<file path="src/rtl/adc_axil_pkg.sv">
// adc_axil_pkg: shared register map, response codes and FSM states for the ADC AXI-Lite reader
package adc_axil_pkg;
  localparam logic [4:0] OFF_CR       = 5'h00;
  localparam logic [4:0] OFF_SR       = 5'h04;
  localparam logic [4:0] OFF_DSIZE    = 5'h08;
  localparam logic [4:0] OFF_CNT_LO   = 5'h0C;
  localparam logic [4:0] OFF_CNT_HI   = 5'h10;
  localparam logic [4:0] OFF_LS_START = 5'h14;
  localparam logic [4:0] OFF_LS_STOP  = 5'h18;
  localparam logic [4:0] OFF_RSVD     = 5'h1C;
  localparam logic [1:0] RESP_OKAY    = 2'b00;
  localparam logic [1:0] RESP_SLVERR  = 2'b10;
  localparam int BANK_STRIDE = 32;
  typedef enum logic {IDLE, RESP} state_t;
endpackage

</file>
<file path="src/rtl/adc_axil_sticky_sr.sv">
// adc_axil_sticky_sr: sticky status register, clear-on-read with set winning over clear
module adc_axil_sticky_sr #(
  parameter int SR_W = 8
) (
  input  logic            ACLK,
  input  logic            ARESETN,
  input  logic [SR_W-1:0] set,
  input  logic [SR_W-1:0] clr,
  output logic [SR_W-1:0] q
);
  // a set coincident with a clear keeps the bit so the event shows on the next read
  always_ff @(posedge ACLK or negedge ARESETN) begin
    if (!ARESETN) q <= '0;
    else q <= (q & ~clr) | set;
  end
endmodule

</file>
<file path="src/rtl/adc_input_axil_reader.sv">
// adc_input_axil_reader: per-channel AXI-Lite read bank with sticky SR and coherent 64-bit counters (option: ADC_AXIL_SLVERR_EN)
module adc_input_axil_reader
  import adc_axil_pkg::*;
#(
  parameter int ADDR_W = 12,
  parameter int N_CH   = 2,
  parameter int SR_W   = 8
) (
  input  logic                 ACLK,
  input  logic                 ARESETN,
  input  logic [ADDR_W-1:0]    ARADDR,
  input  logic                 ARVALID,
  output logic                 ARREADY,
  output logic [31:0]          RDATA,
  output logic [1:0]           RRESP,
  output logic                 RVALID,
  input  logic                 RREADY,
  input  logic [N_CH*32-1:0]   ch_cr,
  input  logic [N_CH*32-1:0]   ch_dsize,
  input  logic [N_CH*64-1:0]   ch_cnt,
  input  logic [N_CH*16-1:0]   ch_ls_start_thr,
  input  logic [N_CH*16-1:0]   ch_ls_stop_thr,
  input  logic [N_CH*SR_W-1:0] ch_sr_set,
  output logic [N_CH*SR_W-1:0] sr_q
);
  localparam int CHW = ADDR_W - $clog2(BANK_STRIDE);
  state_t state_q, state_d;
  logic [CHW-1:0] ch_sel;
  logic [4:0] off;
  logic [N_CH-1:0] ch_hit;
  logic [N_CH*SR_W-1:0] sr_clr;
  logic [N_CH*32-1:0] shadow;
  logic hs, ok;
  logic [31:0] rd_data, cr, ds, cnt_lo, sh;
  logic [15:0] ls_start, ls_stop;
  logic [SR_W-1:0] sr;
  logic [1:0] rd_resp;
  assign ch_sel = ARADDR[ADDR_W-1:ADDR_W-CHW];
  assign off = ARADDR[4:0];
  assign hs = ARREADY & ARVALID;
  assign ok = (ch_sel < CHW'(N_CH)) & (ARADDR[1:0] == 2'b00);
`ifdef ADC_AXIL_SLVERR_EN
  assign rd_resp = ok ? RESP_OKAY : RESP_SLVERR;
`else
  assign rd_resp = RESP_OKAY;
`endif
  for (genvar k = 0; k < N_CH; k++) begin : g_ch
    assign ch_hit[k] = ch_sel == CHW'(k);
    assign sr_clr[k*SR_W+:SR_W] = {SR_W{hs & ok & ch_hit[k] & (off == OFF_SR)}};
    adc_axil_sticky_sr #(.SR_W(SR_W)) u_sr (
      .ACLK    (ACLK),
      .ARESETN (ARESETN),
      .set     (ch_sr_set[k*SR_W+:SR_W]),
      .clr     (sr_clr[k*SR_W+:SR_W]),
      .q       (sr_q[k*SR_W+:SR_W])
    );
  end
  // channel select then register mux; illegal accesses read as zero
  always_comb begin
    cr = '0;
    ds = '0;
    cnt_lo = '0;
    sh = '0;
    ls_start = '0;
    ls_stop = '0;
    sr = '0;
    rd_data = '0;
    for (int k = 0; k < N_CH; k++) begin
      if (ch_hit[k]) begin
        cr = ch_cr[32*k+:32];
        ds = ch_dsize[32*k+:32];
        cnt_lo = ch_cnt[64*k+:32];
        sh = shadow[32*k+:32];
        ls_start = ch_ls_start_thr[16*k+:16];
        ls_stop = ch_ls_stop_thr[16*k+:16];
        sr = sr_q[SR_W*k+:SR_W];
      end
    end
    case (off)
      OFF_CR:       rd_data = cr;
      OFF_SR:       rd_data = 32'(sr);
      OFF_DSIZE:    rd_data = ds;
      OFF_CNT_LO:   rd_data = cnt_lo;
      OFF_CNT_HI:   rd_data = sh;
      OFF_LS_START: rd_data = {16'h0, ls_start};
      OFF_LS_STOP:  rd_data = {16'h0, ls_stop};
      OFF_RSVD:     rd_data = '0;
      default:      rd_data = '0;
    endcase
    if (!ok) rd_data = '0;
  end
  // next state: accept an address in IDLE, hold the response until RREADY
  always_comb begin
    state_d = state_q == IDLE ? (hs ? RESP : IDLE) : (RREADY ? IDLE : RESP);
  end
  // state register
  always_ff @(posedge ACLK or negedge ARESETN) begin
    if (!ARESETN) state_q <= IDLE;
    else state_q <= state_d;
  end
  // registered handshake outputs and read data captured on the AR handshake
  always_ff @(posedge ACLK or negedge ARESETN) begin
    if (!ARESETN) begin
      ARREADY <= 1'b0;
      RVALID <= 1'b0;
      RDATA <= '0;
      RRESP <= RESP_OKAY;
    end else begin
      ARREADY <= state_d == IDLE;
      RVALID <= state_d == RESP;
      if (hs) begin
        RDATA <= rd_data;
        RRESP <= rd_resp;
      end
    end
  end
  // CNT_LO reads snapshot the upper counter half for a later CNT_HI read
  always_ff @(posedge ACLK or negedge ARESETN) begin
    if (!ARESETN) shadow <= '0;
    else for (int k = 0; k < N_CH; k++)
      if (hs & ok & ch_hit[k] & (off == OFF_CNT_LO)) shadow[32*k+:32] <= ch_cnt[64*k+32+:32];
  end
endmodule

</file>
<file path="config.mk">
export PLATFORM = sky130hd
export DESIGN_NAME = adc_input_axil_reader
export DESIGN_NICKNAME = d
export VERILOG_FILES = /design/src/rtl/adc_axil_pkg.sv /design/src/rtl/adc_axil_sticky_sr.sv /design/src/rtl/adc_input_axil_reader.sv
export SDC_FILE = /design/constraint.sdc
export NUM_CORES = 1
export LEC_CHECK = 0
export BUFFER_PORTS_ARGS = -buffer_cell sky130_fd_sc_hd__buf_2
export CAP_MARGIN = 40
export CELL_PAD_IN_SITES_DETAIL_PLACEMENT = 1
export CELL_PAD_IN_SITES_GLOBAL_PLACEMENT = 1
export CORE_AREA = 4 4 155 157
export CTS_CLUSTER_DIAMETER = 80
export DETAILED_ROUTE_END_ITERATION = 12
export DIE_AREA = 0 0 159 161
export PLACE_DENSITY = 0.86
export SLEW_MARGIN = 25
export SYNTH_ARGS = -nofsm -noshare
export SYNTH_HDL_FRONTEND = slang
export SYNTH_HIERARCHICAL = 1
export SYNTH_SLANG_ARGS = --single-unit
</file>
<file path="constraint.sdc">
create_clock -name ACLK -period 3.52 [get_ports ACLK]
set_input_delay 0.528 -clock ACLK [delete_from_list [all_inputs] [get_ports ACLK]]
set_output_delay 0.528 -clock ACLK [all_outputs]
set_load 0.02 [all_outputs]
</file>
==> flow_metrics.tcl, run 1 <==
set metrics [dict create \
    synth.most_common_cell "mux2i_1" \
    postSynthCellCount 644 \
    wirelength_mm 31.9 \
    yosysSeqAreaShare_pct 41.1 \
    die_area_sq_um 25600 \
    fin_crit_sh_pct 66.8 \
    htree_levels 4 \
    rsz0062_at_grt "no" \
    start_util_pct 30.8 \
    setup_total_negative_slack_ps 0 \
    dp.cells 1298 \
    final_nets 1385 \
    hold_buffers 0 \
    grt_start_max_net_pins 67 \
    yosysTopAreaCell "dfrtp_1" \
    yosys-top-cells-area "dfrtp_1 41%, mux2i_1 19%, mux2_2 11%" \
    finalHoldViolations 0 \
    ys_warn_count 6 \
    drtIter0Drc 429 \
    gp_congestion 0.876 \
    setup_violations 0 \
    numPortBuffers 401 \
    drc 0 \
    die_y_um 161 \
    async_flop_share_pct 100 \
    cp_data_required_time_ps 3830 \
    syn_area_per_cell_sq_um 10.8 \
    tritoncts "done" \
    ys_ff_latch 114 \
    fmax_mhz 425 \
    cts_inserted_buffers 17 \
    post-cts-setup-buffer-count 0 \
    drv_cap 0 \
    holdWs_ps 149 \
    ys_types 39 \
    status "complete, no violations" \
    clkTransAtPathRegs_ps 60 \
    startpoint_type "input port" \
    finClkSkew_ps 8.02 \
    fp.dieW_um 159 \
    io_pins 404 \
    fin_area_sq_um 9940 \
    worstHoldPathType "in2async" \
    post_dp_cell_area_sq_um 9270 \
    drv_slew 0 \
    insertion_delay_ps 420 \
    vdd.ir_drop.worst_uv 278 \
    synth_common_cells "133 x mux2i_1, 114 x dfrtp_1, 65 x mux2_2" \
    crit_path_end_kind "flip-flop" \
    powerDensity_nw_per_um2 380 \
    cts_resized 0 \
    core_area_sq_um 22500 \
    vias 6958 \
    wl_per_cell_um 23.8 \
    synth_edf_count 0 \
    clock-root-buffer "clkbuf_16" \
    synth_area_sq_um 6930 \
    grt_first_pass_wirelength_mm 46.9 \
    power.leakage_nw 5.29 \
    period_needed_ps 2350 \
    antenna_found_initial 9 \
    track_usage_pct 23.9 \
    layoutNonFillerInstCount 1337 \
    dp_hpwl_mm 25.4 \
    syn2layout_area_growth_pct 43.4 \
    crit_type "in2reg" \
    clockBufferDepth 2 \
    relSlewSlack_pct 43.7 \
    ant_nets 0 \
    rows 55 \
    worstPathArrival_ps 2660 \
    synth_top_area_share_pct 41.1 \
    total_power_mw 3.78 \
    tightest_slew_ps 842 \
    synth_top_flop_cell "dfrtp_1" \
    first_pass_iters 5 \
    gr-total-overflow 0 \
    via_per_inst 5.20 \
    drive_gt1_share_pct 51.1 \
    grt_pass1_vias 7685 \
    cp_max_fo 17 \
    cts.sinks 114 \
]
## cell usage in the layout, fill, tap and decap left out, types with 6 or more instances in the layout
cell,Yosys,routed
mux4_2,8,8
dfrtp_1,114,114
clkbuf_16,0,17
a32oi_1,12,12
inv_6,0,7
o21ai_0,33,33
nor2_1,8,8
mux2i_1,133,133
a22oi_1,12,12
nand3_1,7,7
a21oi_1,8,8
a21o_1,16,16
mux2_2,65,65
buf_2,23,399
inv_1,17,17
o22ai_1,64,64
diode_2,0,6
nand2_1,60,60
buf_4,2,18
## worst max-delay path, stage by stage
cell	delay (ps)
buf_2	360
nor2b_1	220
and3b_1	450
nand2_1	100
nor2_1	660
inv_1	120
a21o_1	210
## per-layer routing
metal | vias up | track usage, % | wire (um)
met1 | 3441 | 31.1 | 13700
li1 | 3201 | - | -
met3 | 43 | 5.56 | 1810
met4 | 6 | 6.90 | 587
met5 | - | 0 | 37
met2 | 267 | 39.9 | 15800
## power breakdown
group	switching, mW	internal, mW	total, mW
clock network	0.710	1.21	1.92
logic	0.276	0.263	0.539
registers	0.00339	1.32	1.32
## kinds of logic after synthesis
kind of cell,count (synthesis),synth area share (%)
AND/OR/NAND/NOR,92,6.68
buffers and inverters,71,4.69
multiplexers,209,32.8
AO/OA/AOI/OAI,157,14.6
flip-flops,114,41.1
other,1,0.0541
## metrics by stage
stage / worst slack (ps) / utilization, %
after detailed placement: 874 / 41.2
final: 1170 / 44.2
after global placement: 886 / 41.1
after floorplan: 1330 / -
after CTS: 1240 / 44.1
after global routing: 1090 / 44.2
## state kept, by name, summed over array words and instances, names as in the netlist
| name | cells |
|---|---|
| ARREADY | 1 |
| g_ch.u_sr/q | 16 |
| RDATA | 32 |
| shadow | 64 |
| RVALID | 1 |
## path summary, 6_finish.rpt
path | startpoint | to | slack, ps | cells past startpoint
setup / recovery | ARADDR[2] | g_ch[0].u_sr/q[1]$_DFF_PN0_ | 1170 | 7
hold / removal | ARESETN | RDATA[11]$_DFFE_PN0P_ | 150 | 1
setup reg to reg | ARREADY$_DFF_PN0_ | g_ch[0].u_sr/q[1]$_DFF_PN0_ | 1530 | 6
hold reg to reg | RDATA[31]$_DFFE_PN0P_ | RDATA[31]$_DFFE_PN0P_ | 460 | 2
max in group asynchronous | ARESETN | RDATA[9]$_DFFE_PN0P_ | 2500 | 2
min in group ACLK | ch_sr_set[13] | g_ch[1].u_sr/q[5]$_DFF_PN0_ | 290 | 2
## final cells by class
| class | count | area, sq um |
|---|---|---|
| fill | 2643 | 12600 |
| multi-input combinational | 460 | 3770 |
| sequential | 114 | 2850 |
| timing repair buffer | 423 | 2250 |
| clock buffer | 17 | 425 |
| tap | 285 | 357 |
| clock inverter | 15 | 219 |
| inverter | 17 | 63.8 |
| antenna | 6 | 15.0 |
No activity file was read; power rests on OpenSTA's default activity.
==> inputs of run 2 (changes only) <==
--- a/config.mk
+++ b/config.mk
@@ -5,15 +5,16 @@
 export SDC_FILE = /design/constraint.sdc
 export NUM_CORES = 1
 export LEC_CHECK = 0
+export ABC_AREA = 1
 export BUFFER_PORTS_ARGS = -buffer_cell sky130_fd_sc_hd__buf_2
 export CAP_MARGIN = 40
 export CELL_PAD_IN_SITES_DETAIL_PLACEMENT = 1
 export CELL_PAD_IN_SITES_GLOBAL_PLACEMENT = 1
-export CORE_AREA = 4 4 155 157
+export CORE_MARGIN = 4
+export CORE_UTILIZATION = 30
 export CTS_CLUSTER_DIAMETER = 80
 export DETAILED_ROUTE_END_ITERATION = 12
-export DIE_AREA = 0 0 159 161
-export PLACE_DENSITY = 0.86
+export PLACE_DENSITY = 0.89
 export SLEW_MARGIN = 25
 export SYNTH_ARGS = -nofsm -noshare
 export SYNTH_HDL_FRONTEND = slang
==> constraint.sdc (replaced) <==
create_clock -name ACLK -period 2.3 [get_ports ACLK]
set_input_delay 0.345 -clock ACLK [delete_from_list [all_inputs] [get_ports ACLK]]
set_output_delay 0.345 -clock ACLK [all_outputs]
set_load 0.02 [all_outputs]
==> flow_metrics.tcl, run 2 <==
set metrics [dict create \
    status "complete, no violations" \
    tightest_slew_ps 612 \
    gr-total-overflow 0 \
    ys_warn_count 6 \
    rsz0062_at_grt "no" \
    whs_path_depth 3 \
    crit_path_end_kind "flip-flop" \
    ys_ff_latch 114 \
    top_usage_layer "met2" \
    yosysSeqAreaShare_pct 34.6 \
    layout_commonest_cell "nand2_1" \
    setup_total_negative_slack_ps 0 \
    synth_top_family_by_area "simple AND/OR/NAND/NOR gates" \
    die_y_um 174 \
    ys_types 21 \
    syn_area_per_cell_sq_um 5.81 \
    drc 0 \
    gp_congestion 0.917 \
    rows 60 \
    worstHoldPathType "in2reg" \
    synth_area_sq_um 8260 \
    wl_per_cell_um 19.1 \
    crit_type "reg2reg" \
    antenna_found_initial 15 \
    track_usage_pct 26.3 \
    finClkSkew_ps 21.0 \
    fin_crit_sh_pct 77.8 \
    worstPathArrival_ps 2120 \
    io_pins 404 \
    synth_top_area_share_pct 34.6 \
    post-cts-setup-buffer-count 0 \
    synth_top_flop_cell "dfrtp_1" \
    r2r-end "shadow[20]$_DFFE_PN0P_" \
    period_needed_ps 1790 \
    cts_inserted_buffers 17 \
    die_area_sq_um 30200 \
    synth-adder-area-share_pct 0 \
    syn2layout_area_growth_pct 39.9 \
    wirelength_mm 41.4 \
    synthMuxAreaShare_pct 0 \
    synth_edf_count 0 \
    numPortBuffers 401 \
    vdd.ir_drop.worst_uv 386 \
    regMostFlops "shadow" \
    final_nets 2150 \
    async_flop_share_pct 100 \
    synth-compound-area-share_pct 6.43 \
    yosys-top-cells-area "dfrtp_1 35%, nand2_1 27%, nand3_1 13%" \
    yosysTopAreaCell "dfrtp_1" \
    timing.rr.start "ARREADY$_DFF_PN0_" \
    clock-root-buffer "clkbuf_16" \
    finalHoldViolations 0 \
    first_pass_iters 8 \
    relSlewSlack_pct 59.1 \
    power.leakage_nw 7.12 \
    drv_slew 0 \
    insertion_delay_ps 430 \
    grt_start_max_net_pins 66 \
    clkTransAtPathRegs_ps 70 \
    powerDensity_nw_per_um2 489 \
    clockBufferDepth 2 \
    grt_first_pass_wirelength_mm 62.3 \
    cp_data_required_time_ps 2630 \
    tritoncts "done" \
    cp_num_buf_inv 1 \
    fp.dieW_um 174 \
    met2_usage_pct 42.8 \
    fin_area_sq_um 11600 \
    met3_usage_pct 3.24 \
    post_dp_cell_area_sq_um 10900 \
    cp_max_fo 64 \
    met1_usage_pct 35.6 \
    path_delay_family "simple AND/OR/NAND/NOR gates" \
    worst-r2r-cell-count 7 \
    path_common_cell "nor2_1" \
    synth-xor-area-share_pct 0 \
    rrSetupSlack_ps 510 \
    holdWs_ps 108 \
    synth_common_cells "597 x nand2_1, 208 x nand3_1, 152 x inv_1" \
    drv_cap 0 \
    start_util_pct 30.6 \
    min_from "ch_sr_set[11]" \
    htree_levels 4 \
    whs_endpoint "g_ch[1].u_sr/q[3]$_DFF_PN0_" \
    setup_violations 0 \
    ant_nets 0 \
    synth.most_common_cell "nand2_1" \
    drtIter0Drc 751 \
    dp_hpwl_mm 31.9 \
    postSynthCellCount 1420 \
    via_per_inst 4.97 \
    mostFrequentLayoutCells "597 x nand2_1, 400 x buf_2, 208 x nand3_1" \
    largest_reg_flops 64 \
    vias 10800 \
    fmax_mhz 559 \
    core_area_sq_um 27000 \
    grt_pass1_vias 11100 \
    slowest_stage "dfrtp_1" \
    startpoint_type "flip-flop" \
    cts.sinks 114 \
    path_cells "nand2_1 -> nor2_1 -> nand4_1 -> nor3_4 -> buf_12 -> nor2_1 -> a21oi_1" \
    cpPeakStageDelay_ps 350 \
    drive_gt1_share_pct 27.2 \
    synthSimpleGateAreaFrac_pct 47.4 \
    top_regs "shadow: 64 flops, RDATA: 32 flops, g_ch.u_sr/q: 16 flops" \
]
## run 2: changes by cell type after synthesis, moves of 16 or more
cell	change
a21o_1	-16
a21oi_1	+64
clkbuf_1	+32
inv_1	+135
mux2_2	-65
mux2i_1	-133
nand2_1	+537
nand3_1	+201
nor2_1	+121
o22ai_1	-64
## run 2: power by group
group	internal [mW]	leakage [nW]	switching, mW
sequential	2.02	1.51	0.00908
combinational	0.316	5.32	0.468
clock	1.65	0.298	1.19
total	3.99	7.12	1.67
## run 2: worst min-delay path, delay by kind of cell
| family | cells | cell delay (ps) |
|---|---|---|
| buffers and inverters | 2 | 100 |
| and+or+nand+nor | 1 | 50 |
## run 2: layer usage
layer	up-vias	wire, um
li1	5159	-
met1	5132	18200
met2	398	19900
met3	71	2020
met4	0	1270
met5	-	0
## run 2: cell type report
class / instances / area, sq um
timing repair buffer: 448 / 2550
tap: 341 / 427
multi-input combinational: 1063 / 4490
sequential: 114 / 2850
inverter: 154 / 578
clock buffer: 17 / 425
antenna: 15 / 37.5
clock inverter: 15 / 188
fill: 3727 / 15500
## run 2: cells by family (layout without fill, tap and decap cells)
kind of cell	count (synthesis)	in the layout
compound gates	106	106
buf+inv	244	634
flops	114	114
other cells	1	17
simple gates	955	955
## run 2: worst max path at each step
stage | startpoint | end | slack, ps | cells after the start
2_1_floorplan | ARADDR[8] | g_ch[0].u_sr/q[2]$_DFF_PN0_ | 530 | 10
3_3_place_gp | ARADDR[8] | RDATA[1]$_DFFE_PN0P_ | 270 | 14
3_5_place_dp | ARADDR[10] | RDATA[6]$_DFFE_PN0P_ | 200 | 14
4_1_cts | ARREADY$_DFF_PN0_ | shadow[26]$_DFFE_PN0P_ | 550 | 7
5_1_grt | ARREADY$_DFF_PN0_ | shadow[20]$_DFFE_PN0P_ | 380 | 7
6_report | ARREADY$_DFF_PN0_ | shadow[20]$_DFFE_PN0P_ | 510 | 7
## run 2: per-stage QoR
stage                     cells  util [%]  power (mW)  setup WS [ps]
after floorplan            1421         -        2.31            531
after global placement     2119      40.3        2.83            266
after detailed placement   2119      40.3        2.84            200
after CTS                  2152      42.6        5.68            549
after global routing       2167      42.8        5.86            383
final                      2167      42.8        5.65            510
## run 2: repair_timing
action / 4_1_cts / 5_1_grt
hold buffers: 1 / 0
gates resized for setup: 0 / 0
endpoints found under the hold margin: 35 / 0
